**src/rtl/clk_tick_gen.sv**
```systemverilog
// Multi-channel clock-enable generator: per-channel runtime divisor, one-cycle tick strobes, optional square waves.
// Latency: outputs registered; first tick lands DIV_RST counting edges after reset release; cfg_pending one cycle after cfg_we.
// Backpressure: none; free-running strobes; divisor writes are held pending and applied at the channel wrap (or when idle/sync).
// Optional feature: define CLK_TICK_GEN_SQ_EN to build the sq square-wave flops; otherwise sq is constant 0.
module clk_tick_gen #(
    parameter int  CH      = 3,
    parameter int  W       = 21,
    parameter int  DIV_RST = 4,
    localparam int CHW     = (CH > 1) ? $clog2(CH) : 1
) (
    input  logic           clk,
    input  logic           rst_n,
    input  logic           en,
    input  logic           sync,
    input  logic           cfg_we,
    input  logic [CHW-1:0] cfg_ch,
    input  logic [W-1:0]   cfg_div,
    output logic [CH-1:0]  tick,
    output logic [CH-1:0]  sq,
    output logic [CH-1:0]  cfg_pending
);

    for (genvar g = 0; g < CH; g++) begin : g_ch
        logic [W-1:0] cnt_q, cnt_d;
        logic [W-1:0] div_q, div_d;
        logic [W-1:0] pdiv_q, pdiv_d;
        logic         pend_q, pend_d;
        logic         tick_q, tick_d;
        logic         run, wrap, apply, wr;

        // A channel counts only when globally enabled, not realigning, and not disabled by div==0.
        // div==0 is excluded before the div-1 compare, so the subtraction never underflows.
        assign run   = en & ~sync & (div_q != '0);
        assign wrap  = run & (cnt_q == div_q - W'(1));
        // Pending divisor lands only where it cannot distort a period in progress.
        assign apply = pend_q & (sync | ~en | (div_q == '0) | wrap);
        // Out-of-range channel indices match no channel and are dropped.
        assign wr    = cfg_we & (cfg_ch == CHW'(g));

        // Counter and tick strobe next-state; sync has priority over counting.
        always_comb begin
            cnt_d  = cnt_q;
            tick_d = 1'b0;
            if (sync) begin
                cnt_d = '0;
            end else if (wrap) begin
                cnt_d  = '0;
                tick_d = 1'b1;
            end else if (run) begin
                cnt_d = cnt_q + W'(1);
            end
        end

        // Divisor staging: apply first, then a same-edge write re-arms pending with the newest value.
        always_comb begin
            div_d  = div_q;
            pdiv_d = pdiv_q;
            pend_d = pend_q;
            if (apply) begin
                div_d  = pdiv_q;
                pend_d = 1'b0;
            end
            if (wr) begin
                pdiv_d = cfg_div;
                pend_d = 1'b1;
            end
        end

        // Channel state registers; reset aborts any partial period.
        always_ff @(posedge clk or negedge rst_n) begin
            if (!rst_n) begin
                cnt_q  <= '0;
                div_q  <= W'(DIV_RST);
                pdiv_q <= '0;
                pend_q <= 1'b0;
                tick_q <= 1'b0;
            end else begin
                cnt_q  <= cnt_d;
                div_q  <= div_d;
                pdiv_q <= pdiv_d;
                pend_q <= pend_d;
                tick_q <= tick_d;
            end
        end

`ifdef CLK_TICK_GEN_SQ_EN
        logic sq_q, sq_d;

        // Square wave toggles on every wrap, so its period is twice the tick period.
        always_comb begin
            sq_d = sq_q;
            if (sync) begin
                sq_d = 1'b0;
            end else if (wrap) begin
                sq_d = ~sq_q;
            end
        end

        // Square-wave register.
        always_ff @(posedge clk or negedge rst_n) begin
            if (!rst_n) begin
                sq_q <= 1'b0;
            end else begin
                sq_q <= sq_d;
            end
        end

        assign sq[g] = sq_q;
`else
        assign sq[g] = 1'b0;
`endif

        assign tick[g]        = tick_q;
        assign cfg_pending[g] = pend_q;
    end

endmodule

```
**config.mk**
```make
export PLATFORM = sky130hd
export DESIGN_NAME = clk_tick_gen
export DESIGN_NICKNAME = d
export VERILOG_FILES = /design/src/rtl/clk_tick_gen.sv
export SDC_FILE = /design/constraint.sdc
export NUM_CORES = 1
export LEC_CHECK = 0
export CELL_PAD_IN_SITES_DETAIL_PLACEMENT = 1
export CELL_PAD_IN_SITES_GLOBAL_PLACEMENT = 1
export CORE_MARGIN = 1.5
export CORE_UTILIZATION = 50
export DETAILED_ROUTE_END_ITERATION = 6
export GPL_TIMING_DRIVEN = 0
export PLACE_DENSITY = 0.82
export SLEW_MARGIN = 20
export SYNTH_ARGS = -nofsm -noshare
export SYNTH_HDL_FRONTEND = slang
export SYNTH_SLANG_ARGS = --single-unit
export TNS_END_PERCENT = 50
```
**constraint.sdc**
```tcl
create_clock -name clk -period 3.7 [get_ports clk]
set_input_delay 0.74 -clock clk [delete_from_list [all_inputs] [get_ports clk]]
set_output_delay 0.74 -clock clk [all_outputs]
set_load 0.01 [all_outputs]
```
* Word-level counts from Yosys, hierarchy flattened
Cells that the tools add are included.
** Word-level totals
- Flip-flop bits (word level) :: 195
- Input port bits :: 28
- Output and inout bits :: 9
** Cells by class
- Add/subtract/negate cells :: 6
- Equality and inequality tests :: 5
- Muxes and demuxes :: 21
- Bitwise gates (word level) :: 22
- Reductions and logical operators :: 13
** Operators with widths (count)
- 21-bit 2-to-1 mux :: 9
- 21-bit by 1-bit adder with 21-bit output (second input constant) :: 3
- 21-bit == test :: 3
- 21-bit logical NOT :: 3
- 21-bit nonzero test :: 3
- 21-bit by 1-bit subtractor with 21-bit output (second input constant) :: 3
- 1-bit bitwise AND :: 13
- 1-bit 2-to-1 mux :: 12
- 3-bit nonzero test :: 3
- 1-bit OR :: 7
- 2-bit nonzero test :: 3
- 2-bit by 1-bit == test with 1-bit output (second input constant) :: 1
- 2-bit == test (second input constant) :: 1
- 2-bit logical NOT :: 1
- 1-bit inverter :: 2

* Depth between registers and ports, before layout
Gate-level depths: netlist (run 1).
- Word-level depth :: 8
- Mapped depth :: 13

* Worst setup path after synthesis (run 1)
Ideal clock, no wire load.
- Kind :: reg2reg
- Start :: register g_ch[2].div_q[2]
- End :: register g_ch[2].div_q[0]
- Library setup time :: 125 ps
- Arrival :: 3064 ps
- Data required time :: 3575 ps
- Path slack :: 511 ps
- Cell stages (with the launch flop) :: 11
- Clock period less this slack :: 3189 ps
- Path through :: dfstp_2 buf_2 or4_4 o21ai_1 or4b_1 a32o_1 or4_4 o21ai_1 nand2_1 buf_6 mux2_4
** On the way
- Word-level cells in the longest chain between the ends :: 5
** Ends and longest elaborated chain
- start: declaration :: line 25 : logic [W-1:0] div_q, div_d;
- start signal: assignment :: line 73 : div_q <= W'(DIV_RST);
- start signal: assignment :: line 79 : div_q <= div_d;
- 21-bit by 1-bit subtractor with 21-bit output / 21-bit nonzero test (equally long branches) :: line 34, 33
- 21-bit == test / 1-bit bitwise AND (equally long branches) :: line 34, 33
- 1-bit bitwise AND :: line 34 : assign wrap = run & (cnt_q == div_q - W'(1));
- 1-bit OR * :: line 36 : assign apply = pend_q & (sync | ~en | (div_q == '0) | wrap);
- 1-bit bitwise AND * :: line 36
Mark *: on every way between the ends. The rest lies on a longest branch, timed or not.
A chain may end at the register's enable or synchronous reset.

* Final worst setup path (run 1)
- Start :: register g_ch[2].div_q[2]
- End :: register g_ch[2].div_q[5]
The elaborated chain is that of the path after synthesis.

==> results.txt, run 1 <==
cells on worst reg2reg path -> 10
commonest non-fill, non-tap cell in the layout -> dfrtp_1
synthesized flop and latch total -> 195
DP Cell Count -> 1,420
ys async rst share -> 1.00
fmax -> 279 MHz
largest net degree at the start of global routing -> 75
clk root buf -> clkbuf_16
failing checks -> design-rule violations
Worst-Skew Late Latency -> 0.45 ns
Post-Syn Area -> 11,200 µm²
per-cell routed wire length -> 23.1 µm
Vias/cell -> 6.38
Syn Area/Cell -> 10.2 µm²
CTS Buf Count -> 17
leakage -> 5.11 nW
max_slew headroom -> 0.315
EDFF count, synth -> 0
clock skew -> 0.0124 ns
worst endpoint data arrival time -> 3.92 ns
top post-synthesis cells by area -> dfrtp_1 43%, mux2_2 10%, xnor2_1 3.7%
Area Growth Syn to Fin -> 14.3%
final WL -> 33.8 mm
Core Rows -> 54
Final WS setup -> 0.110 ns
first-pass GRT wire length -> 54.1 mm
Worst-path clk slew -> 0.08 ns
Setup CP Type -> reg -> reg
Die Area -> 23,400 µm²
CP endpoint kind -> flop
status -> finished, violations left
Port Buffers -> 33
Yosys warnings -> 0
ys flop type -> dfrtp_1
synth unique cells -> 76
Final Instance Count excl. Fillers -> 1,461
worst-path fanout max -> 10
CTS tree -> built
first-iteration detailed-routing DRC count -> 510
cell count after synthesis -> 1,103
final hold violations -> 0
Tot Pwr -> 7.23 mW
hpwl dp -> 23.7 mm
gr ovfl total -> 0
clk sink count -> 195
clock buffer depth -> 2
post-synth top area cell -> dfrtp_1
Setup WS pre-CTS -> -0.404 ns
die height -> 153 µm
Pre-antenna DRT Iters -> 7
Ports -> 37
Core ar. -> 22,000 µm²
Final ANT Viol Nets -> 0
vias in the first global route -> 9,759
maximum VDD drop -> 0.330 mV
Final Max Tran Viols -> 0
Worst setup SP type -> flop
routability-driven placement congestion ratio -> 0.871
MaxCap Viol Count -> 0
fin nets -> 1,205
Seq/Total Area, Yosys -> 0.435
Die Wd -> 153 µm
CTS H-tree depth -> 4
final setup violation count -> 0
Power per Cell Area -> 563 nW/µm²
Worst Path Required -> 4.03 ns
Tightest Pin Transition -> 1.03 ns
most frequent cells in the layout -> 191 x dfrtp_1, 101 x mux2_2, 89 x nand2_1, 71 x nand3_1, 47 x xnor2_1
Synth top area share -> 0.428
DRC viols -> 1
DR vias -> 9,319
Total GRT Usage -> 0.294
HP Class -> in -> async
Initial Util -> 0.512
part of the cycle the worst path needs -> 0.970
initial antenna violation count -> 0
share of cells above drive strength 1 -> 0.203
Tmin final -> 3.59 ns
ant diodes -> 0
power by group:
group	internal [mW]	total (mW)	switching, mW
Clock	0.911	1.88	0.966
Combinational	1.05	2.26	1.21
Sequential	2.54	3.10	0.561
Total	4.49	7.23	2.74
metrics by stage:
stage	hold WS, ns	instance area, µm²	utilization	TNS [ns]
global route	0.230	12800	0.585	-0.00346
finish	0.202	12800	0.585	0
global placement	0.467	11900	0.543	-1260.18
floorplan	0.444	11200	-	0
CTS	0.233	12700	0.579	-0.0105
detailed placement	0.472	12000	0.546	-18.82
worst max-delay path: stages (launching register included):
cell	delay (ns)
dfstp_2	0.37
buf_2	0.17
or4_4	0.60
o21ai_1	0.17
or4b_1	0.47
a32o_1	0.27
or4_4	0.55
o21ai_1	0.18
nand2_1	0.16
buf_6	0.21
mux2_4	0.31
final timing paths:
check                                                     from                        endpoint  slack [ns]
worst max-delay path              g_ch[2].div_q[2]$_DFFE_PN1P_    g_ch[2].div_q[5]$_DFFE_PN0P_        0.11
worst min-delay path                                     rst_n    g_ch[2].cnt_q[3]$_DFFE_PN0P_        0.20
worst max register to register    g_ch[2].div_q[2]$_DFFE_PN1P_    g_ch[2].div_q[5]$_DFFE_PN0P_        0.11
worst min register to register  g_ch[0].pdiv_q[12]$_DFFE_PN0P_   g_ch[0].div_q[12]$_DFFE_PN0P_        0.49
max in group asynchronous                                rst_n  g_ch[2].pdiv_q[15]$_DFFE_PN0P_        2.40
min in group clk                g_ch[0].pdiv_q[12]$_DFFE_PN0P_   g_ch[0].div_q[12]$_DFFE_PN0P_        0.49
what timing repair did:
| action | CTS | global route |
|---|---|---|
| resized for setup | 19 | 24 |
| endpoints found under the setup margin | 84 | 116 |
| pin swaps | 5 | 6 |
| setup buffers | 6 | 8 |
| hold buffers | 0 | 0 |
cells in the mapped netlist, types with 7 or more instances:
master and count:
dfrtp_1 192, xor2_1 25, buf_4 10, xnor2_1 47, mux2_2 101, a21oi_1 21, o21ai_0 25, nor4_1 24
nor3_1 33, nand4b_1 7, nand3_1 71, nand3b_1 9, nand2_1 89, mux2_4 20, nand4_1 25, a21o_1 10
or3_1 24, buf_2 11, nor2b_1 10, or2_2 9, o22ai_1 9, and3_1 11, o211ai_1 9, inv_1 29
o21ai_1 10, nand2b_1 8, clkbuf_1 37, nor2_1 35, or4_1 20, mux2i_1 10, buf_1 9, o311ai_1 14
and2_1 8, nor3b_1 13, ha_1 9, a31oi_1 14
sequential cells by signal, indices dropped and copies added, names as in the netlist:
| signal | count |
|---|---|
| g_ch.cnt_q | 63 |
| g_ch.div_q | 63 |
| g_ch.pdiv_q | 63 |
| g_ch.pend_q | 3 |
| g_ch.tick_q | 3 |
cell type report:
type	instances	area [µm²]
flip-flops and latches	195	4880
well taps	280	350
inverters	29	109
repair buffers	49	495
multi-input cells	811	6060
clock inverters	14	165
clock buffers	18	429
fillers	2401	9110
plain buffers	65	345
kinds of logic (layout without fill, tap and decap cells):
group / Yosys count / count (layout) / share of synthesized area
AND/OR/NAND/NOR: 420 / 420 / 0.210
flip-flops: 195 / 195 / 0.435
AO/OA/AOI/OAI: 171 / 171 / 0.107
multiplexers: 136 / 136 / 0.142
buffers and inverters: 99 / 175 / 0.0397
XOR/XNOR: 72 / 72 / 0.0561
adder cells (fa/ha/maj): 9 / 9 / 0.0100
other: 1 / 3 / 0.000334
layer usage:
layer  global-route usage  routed length [µm]  up-vias  part of all wire
met5                    0                   0        -                 0
met4                0.111                1180        0             0.035
met3               0.0454                1520       83             0.045
met2                0.492               16600      251              0.49
met1                0.388               14500     4769              0.43
li1                     -                   -     4216                 -
Note: power is estimated with default switching activity, not from simulation.
==> run 2: changes to the inputs <==
Settings changed: RECOVER_POWER from default to 50.
==> run 2 against run 1 <==
Effect of this change: the run ends with design-rule violations, max-capacitance violations, max-slew violations left; first-iteration DRC count is 0.78% lower; die area is the same; combinational power is essentially flat; global-route usage did not move; worst hold slack improved by 0.29 ns; wire length about the same; critical path depth stayed put; register-to-register slack barely moved; critical path type unchanged; utilization down 0.068 points; sequential power hardly changed; via count shrank 0.11%.
==> results.txt, run 2 (synthesis results as in run 1) <==
vias in the first global route -> 9,759
MaxCap Viol Count -> 1
Power per Cell Area -> 563 nW/µm²
Top delay family on crit path -> simple AND/OR/NAND/NOR gates
Hold Buf Count CTS -> 0
ant diodes -> 0
DP Cell Count -> 1,420
gr ovfl total -> 0
status -> finished, violations left
clk sink count -> 195
clock skew -> 0.0118 ns
final setup violation count -> 0
clk root buf -> clkbuf_16
final WL -> 33.8 mm
commonest non-fill, non-tap cell in the layout -> dfrtp_1
Area Growth Syn to Fin -> 14.2%
CTS Buf Count -> 17
CTS H-tree depth -> 4
Total GRT Usage -> 0.294
max_slew headroom -> -0.901
leakage -> 5.11 nW
Pre-antenna DRT Iters -> 7
Worst-Skew Late Latency -> 0.45 ns
placed inst area -> 12,000 µm²
share of cells above drive strength 1 -> 0.202
clock buffer depth -> 2
CTS tree -> built
routability-driven placement congestion ratio -> 0.871
Worst-path clk slew -> 0.08 ns
DR vias -> 9,309
Port Buffers -> 33
die height -> 153 µm
largest registers -> g_ch.cnt_q: 63 flops, g_ch.div_q: 63 flops, g_ch.pdiv_q: 63 flops
Final Max Tran Viols -> 60
Core ar. -> 22,000 µm²
Final ANT Viol Nets -> 0
Buf/Inv on CP -> 2
per-cell routed wire length -> 23.1 µm
area of the multi-input gates -> 6060 µm²
Core Rows -> 54
failing checks -> design-rule violations, max-capacitance violations, max-slew violations
final core utilization -> 0.584
maximum VDD drop -> 0.330 mV
first-pass GRT wire length -> 54.1 mm
CP endpoint kind -> flop
Fill cells -> 2,404
slowest CP cell -> or4_4
most frequent cells in the layout -> 191 x dfrtp_1, 101 x mux2_2, 89 x nand2_1, 71 x nand3_1, 47 x xnor2_1
Setup CP Type -> reg -> reg
Tmin final -> 3.59 ns
fmax -> 279 MHz
worst-path fanout max -> 10
Finished Cell Area -> 12,800 µm²
Initial Util -> 0.512
Final Instance Count excl. Fillers -> 1,461
worst endpoint data arrival time -> 3.92 ns
DRC viols -> 1
Worst setup SP type -> flop
initial antenna violation count -> 0
HP Class -> reg -> reg
Ports -> 37
ordered list of cells on the worst path -> buf_2 -> or4_4 -> o21ai_1 -> or4b_1 -> a32o_1 -> or4_4 -> o21ai_1 -> nand2_1 -> buf_6 -> mux2_4
Worst Path Required -> 4.03 ns
Tot Pwr -> 7.23 mW
Tightest Pin Transition -> 2.85 ns
Die Wd -> 153 µm
R2R Setup Slk -> 0.11 ns
register area -> 4880 µm²
fin nets -> 1,205
slowest stage delay, CP -> 0.60 ns
Die Area -> 23,400 µm²
part of the cycle the worst path needs -> 0.970
hpwl dp -> 23.7 mm
final hold violations -> 0
first-iteration detailed-routing DRC count -> 506
largest net degree at the start of global routing -> 75
Vias/cell -> 6.37
-- run 2: cell count changes in the layout (fill, tap and decap cells not counted) --
cell / delta
buf_16: -1
dlymetal6s4s_1: +1
clkdlybuf4s50_1: -1
dlygate4sd3_1: +1
-- run 2: final cells by class --
type / count / area share
clock buffers: 18 / 0.0335
repair buffers: 49 / 0.0375
well taps: 280 / 0.0273
clock inverters: 14 / 0.0129
plain buffers: 65 / 0.0269
flip-flops and latches: 195 / 0.381
inverters: 29 / 0.00849
multi-input cells: 811 / 0.473
-- run 2: timing repair --
action | in CTS | in global routing
setup buffers | 6 | 8
endpoints found under the setup margin | 84 | 116
resized for setup | 19 | 24
pin swaps | 5 | 6
-- run 2: where the power goes --
| group | switching (mW) | internal [mW] |
|---|---|---|
| Sequential | 0.561 | 2.54 |
| Combinational | 1.21 | 1.05 |
| Clock | 0.966 | 0.911 |
| Total | 2.73 | 4.49 |
-- run 2: worst reg2reg max path, stage by stage, from the launching register on --
cell and delay (ns):
dfstp_2 0.37, buf_2 0.17, or4_4 0.60, o21ai_1 0.17
or4b_1 0.47, a32o_1 0.27, or4_4 0.56, o21ai_1 0.18
nand2_1 0.17, buf_6 0.21, mux2_4 0.31
-- run 2: path summary, 6_finish.rpt --
check,depth (start not counted),to,startpoint
max,10,g_ch[2].div_q[5]$_DFFE_PN0P_,g_ch[2].div_q[2]$_DFFE_PN1P_
max reg2reg,10,g_ch[2].div_q[5]$_DFFE_PN0P_,g_ch[2].div_q[2]$_DFFE_PN1P_
min reg2reg,1,g_ch[0].div_q[12]$_DFFE_PN0P_,g_ch[0].pdiv_q[12]$_DFFE_PN0P_
max in group asynchronous,3,g_ch[2].pdiv_q[15]$_DFFE_PN0P_,rst_n
min in group asynchronous,1,g_ch[2].cnt_q[3]$_DFFE_PN0P_,rst_n
min,1,g_ch[0].div_q[12]$_DFFE_PN0P_,g_ch[0].pdiv_q[12]$_DFFE_PN0P_
-- run 2: layer usage --
metal	share of wire	up-vias	track usage
met2	0.49	253	0.492
met1	0.43	4755	0.388
li1	-	4216	-
met3	0.047	85	0.0454
met5	0	-	0
met4	0.035	0	0.111
-- run 2: stage by stage --
stage / hold slack [ns] / setup TNS (ns) / worst slack (ns)
final: 0.490 / 0 / 0.110
after global routing: 0.524 / -0.00346 / -0.00299
after CTS: 0.233 / -0.0105 / -0.0105
after detailed placement: 0.472 / -18.82 / -0.404
after global placement: 0.467 / -1260.18 / -6.42
after floorplan: 0.444 / 0 / 0.511
==> run 3: changes to the inputs <==
Settings changed: CORE_MARGIN 1.5 to 2.
==> run 3 against run 2 <==
Effect of this change: first-iteration DRC count is 16% higher; largest power group unchanged; setup slack better by 0.0055 ns; the flow finishes with violations (max-capacitance violations, max-slew violations); worst hold slack better by 0.0042 ns; flip-flop and latch count stayed put; via count grew 0.50%; global-route usage decreased by 0.33 points; clock skew grew 0.0027 ns.
==> results.txt, run 3 (synthesis results as in run 1) <==
status -> finished, violations left
failing checks -> max-capacitance violations, max-slew violations
commonest non-fill, non-tap cell in the layout -> dfrtp_1
hpwl dp -> 24.1 mm
part of the cycle the worst path needs -> 0.969
setup TNS -> 0 ns
CP endpoint kind -> flop
Pre-antenna DRT Iters -> 5
Area Growth Syn to Fin -> 13.3%
Tightest Pin Transition -> 2.95 ns
Setup WS pre-CTS -> -0.399 ns
Worst setup SP type -> flop
CTS Buf Count -> 17
M2 GR Usage -> 0.498
DR vias -> 9,356
share of cells above drive strength 1 -> 0.197
Final Max Tran Viols -> 50
worst endpoint data arrival time -> 3.91 ns
Vias/cell -> 6.42
Initial Util -> 0.512
Worst-path clk slew -> 0.07 ns
Worst Path Required -> 4.02 ns
DRC viols -> 0
Tmin final -> 3.58 ns
largest net degree at the start of global routing -> 79
Total GRT Usage -> 0.291
Core Rows -> 54
Die Area -> 23,700 µm²
Port Buffers -> 33
worst-path fanout max -> 10
GRT busiest layer -> met2
met3 global-route usage -> 0.0386
Power per Cell Area -> 559 nW/µm²
vias in the first global route -> 9,736
cells on worst reg2reg path -> 11
first-pass GRT wire length -> 54.4 mm
HP Class -> reg -> reg
clk sink count -> 195
Worst-Skew Late Latency -> 0.44 ns
initial antenna violation count -> 0
maximum VDD drop -> 0.336 mV
CTS H-tree depth -> 4
gr ovfl total -> 0
fin nets -> 1,202
CTS tree -> built
final WL -> 33.6 mm
Die Wd -> 154 µm
MaxCap Viol Count -> 1
max_slew headroom -> -0.967
final hold violations -> 0
final setup violation count -> 0
clock buffer depth -> 2
met1 usage -> 0.384
clock skew -> 0.0145 ns
die height -> 154 µm
Final ANT Viol Nets -> 0
Ports -> 37
Final WS setup -> 0.116 ns
leakage -> 5.05 nW
per-cell routed wire length -> 23.0 µm
Fill cells -> 2,396
most frequent cells in the layout -> 192 x dfrtp_1, 101 x mux2_2, 89 x nand2_1, 71 x nand3_1, 47 x xnor2_1
fmax -> 279 MHz
Setup CP Type -> reg -> reg
clk root buf -> clkbuf_16
worst hold path cell count -> 1
first-iteration detailed-routing DRC count -> 588
largest registers -> g_ch.cnt_q: 63 flops, g_ch.div_q: 63 flops, g_ch.pdiv_q: 63 flops
routability-driven placement congestion ratio -> 0.881
Core ar. -> 22,000 µm²
-- run 3: changes by cell type in the layout (fill, tap and decap cells not counted), sizes merged --
| cell | change |
|---|---|
| buf | -6 |
| clkbuf | +8 |
| clkinvlp | +2 |
| clkinv | -4 |
| dlymetal6s4s | -1 |
| inv | -3 |
| diode | +1 |
-- run 3: worst max-delay path, stage by stage (launching register included) --
cell	delay [ns]
dfstp_2	0.36
buf_2	0.17
or4_4	0.60
o21ai_1	0.15
or4b_1	0.45
a32o_1	0.26
or4_4	0.56
o21ai_1	0.21
buf_4	0.22
buf_6	0.17
o22ai_1	0.10
a22o_1	0.22
-- run 3: path summary, 6_finish.rpt --
path                                                start                             to  slack [ns]
max in group asynchronous                           rst_n  g_ch[1].div_q[14]$_DFFE_PN0P_        0.67
max                          g_ch[2].div_q[2]$_DFFE_PN1P_  g_ch[2].cnt_q[17]$_DFFE_PN0P_        0.12
min reg2reg                g_ch[0].pdiv_q[12]$_DFFE_PN0P_  g_ch[0].div_q[12]$_DFFE_PN0P_        0.49
min in group asynchronous                           rst_n   g_ch[2].cnt_q[3]$_DFFE_PN0P_        1.25
max reg2reg                  g_ch[2].div_q[2]$_DFFE_PN1P_  g_ch[2].cnt_q[17]$_DFFE_PN0P_        0.12
min                        g_ch[0].pdiv_q[12]$_DFFE_PN0P_  g_ch[0].div_q[12]$_DFFE_PN0P_        0.49
-- run 3: power by group --
group / switching, mW / internal, mW / leakage, nW / total [mW]
combinational: 1.24 / 1.03 / 2.34 / 2.27
sequential: 0.545 / 2.54 / 2.45 / 3.08
clock: 0.875 / 0.888 / 0.253 / 1.76
-- run 3: final cells by class --
type                            instances  area, µm²  area share
Clock inverter                          9       75.1     0.00590
Clock buffer                           22        454      0.0357
Multi-Input combinational cell        811       6070       0.477
Antenna cell                            1       2.50    0.000197
Buffer                                 66        334      0.0262
Inverter                               29        109     0.00855
Timing Repair Buffer                   45        454      0.0357
Tap cell                              280        350      0.0275
Sequential cell                       195       4880       0.384
-- run 3: metal layers --
| metal | vias up | part of all wire |
|---|---|---|
| met5 | - | 0 |
| met4 | 0 | 0.031 |
| met3 | 68 | 0.031 |
| met2 | 217 | 0.50 |
| met1 | 4851 | 0.44 |
| li1 | 4220 | - |
-- run 3: stage by stage --
step,cells,area (µm²),hold slack (ns),utilization,total power [mW]
floorplan,1105,11200,0.444,-,4.44
global placement,1418,11900,0.464,0.543,4.99
detailed placement,1420,12000,0.481,0.546,5.15
CTS,1452,12600,0.208,0.574,7.00
global route,1457,12700,0.526,0.580,7.46
finish,1458,12700,0.494,0.580,7.11
-- run 3: what timing repair did --
action / 4_1_cts / 5_1_grt
pin swaps: 2 / 8
setup endpoints to repair: 77 / 114
buffers inserted: 2 / 8
gates resized for setup: 15 / 19
hold buffers: 0 / 0
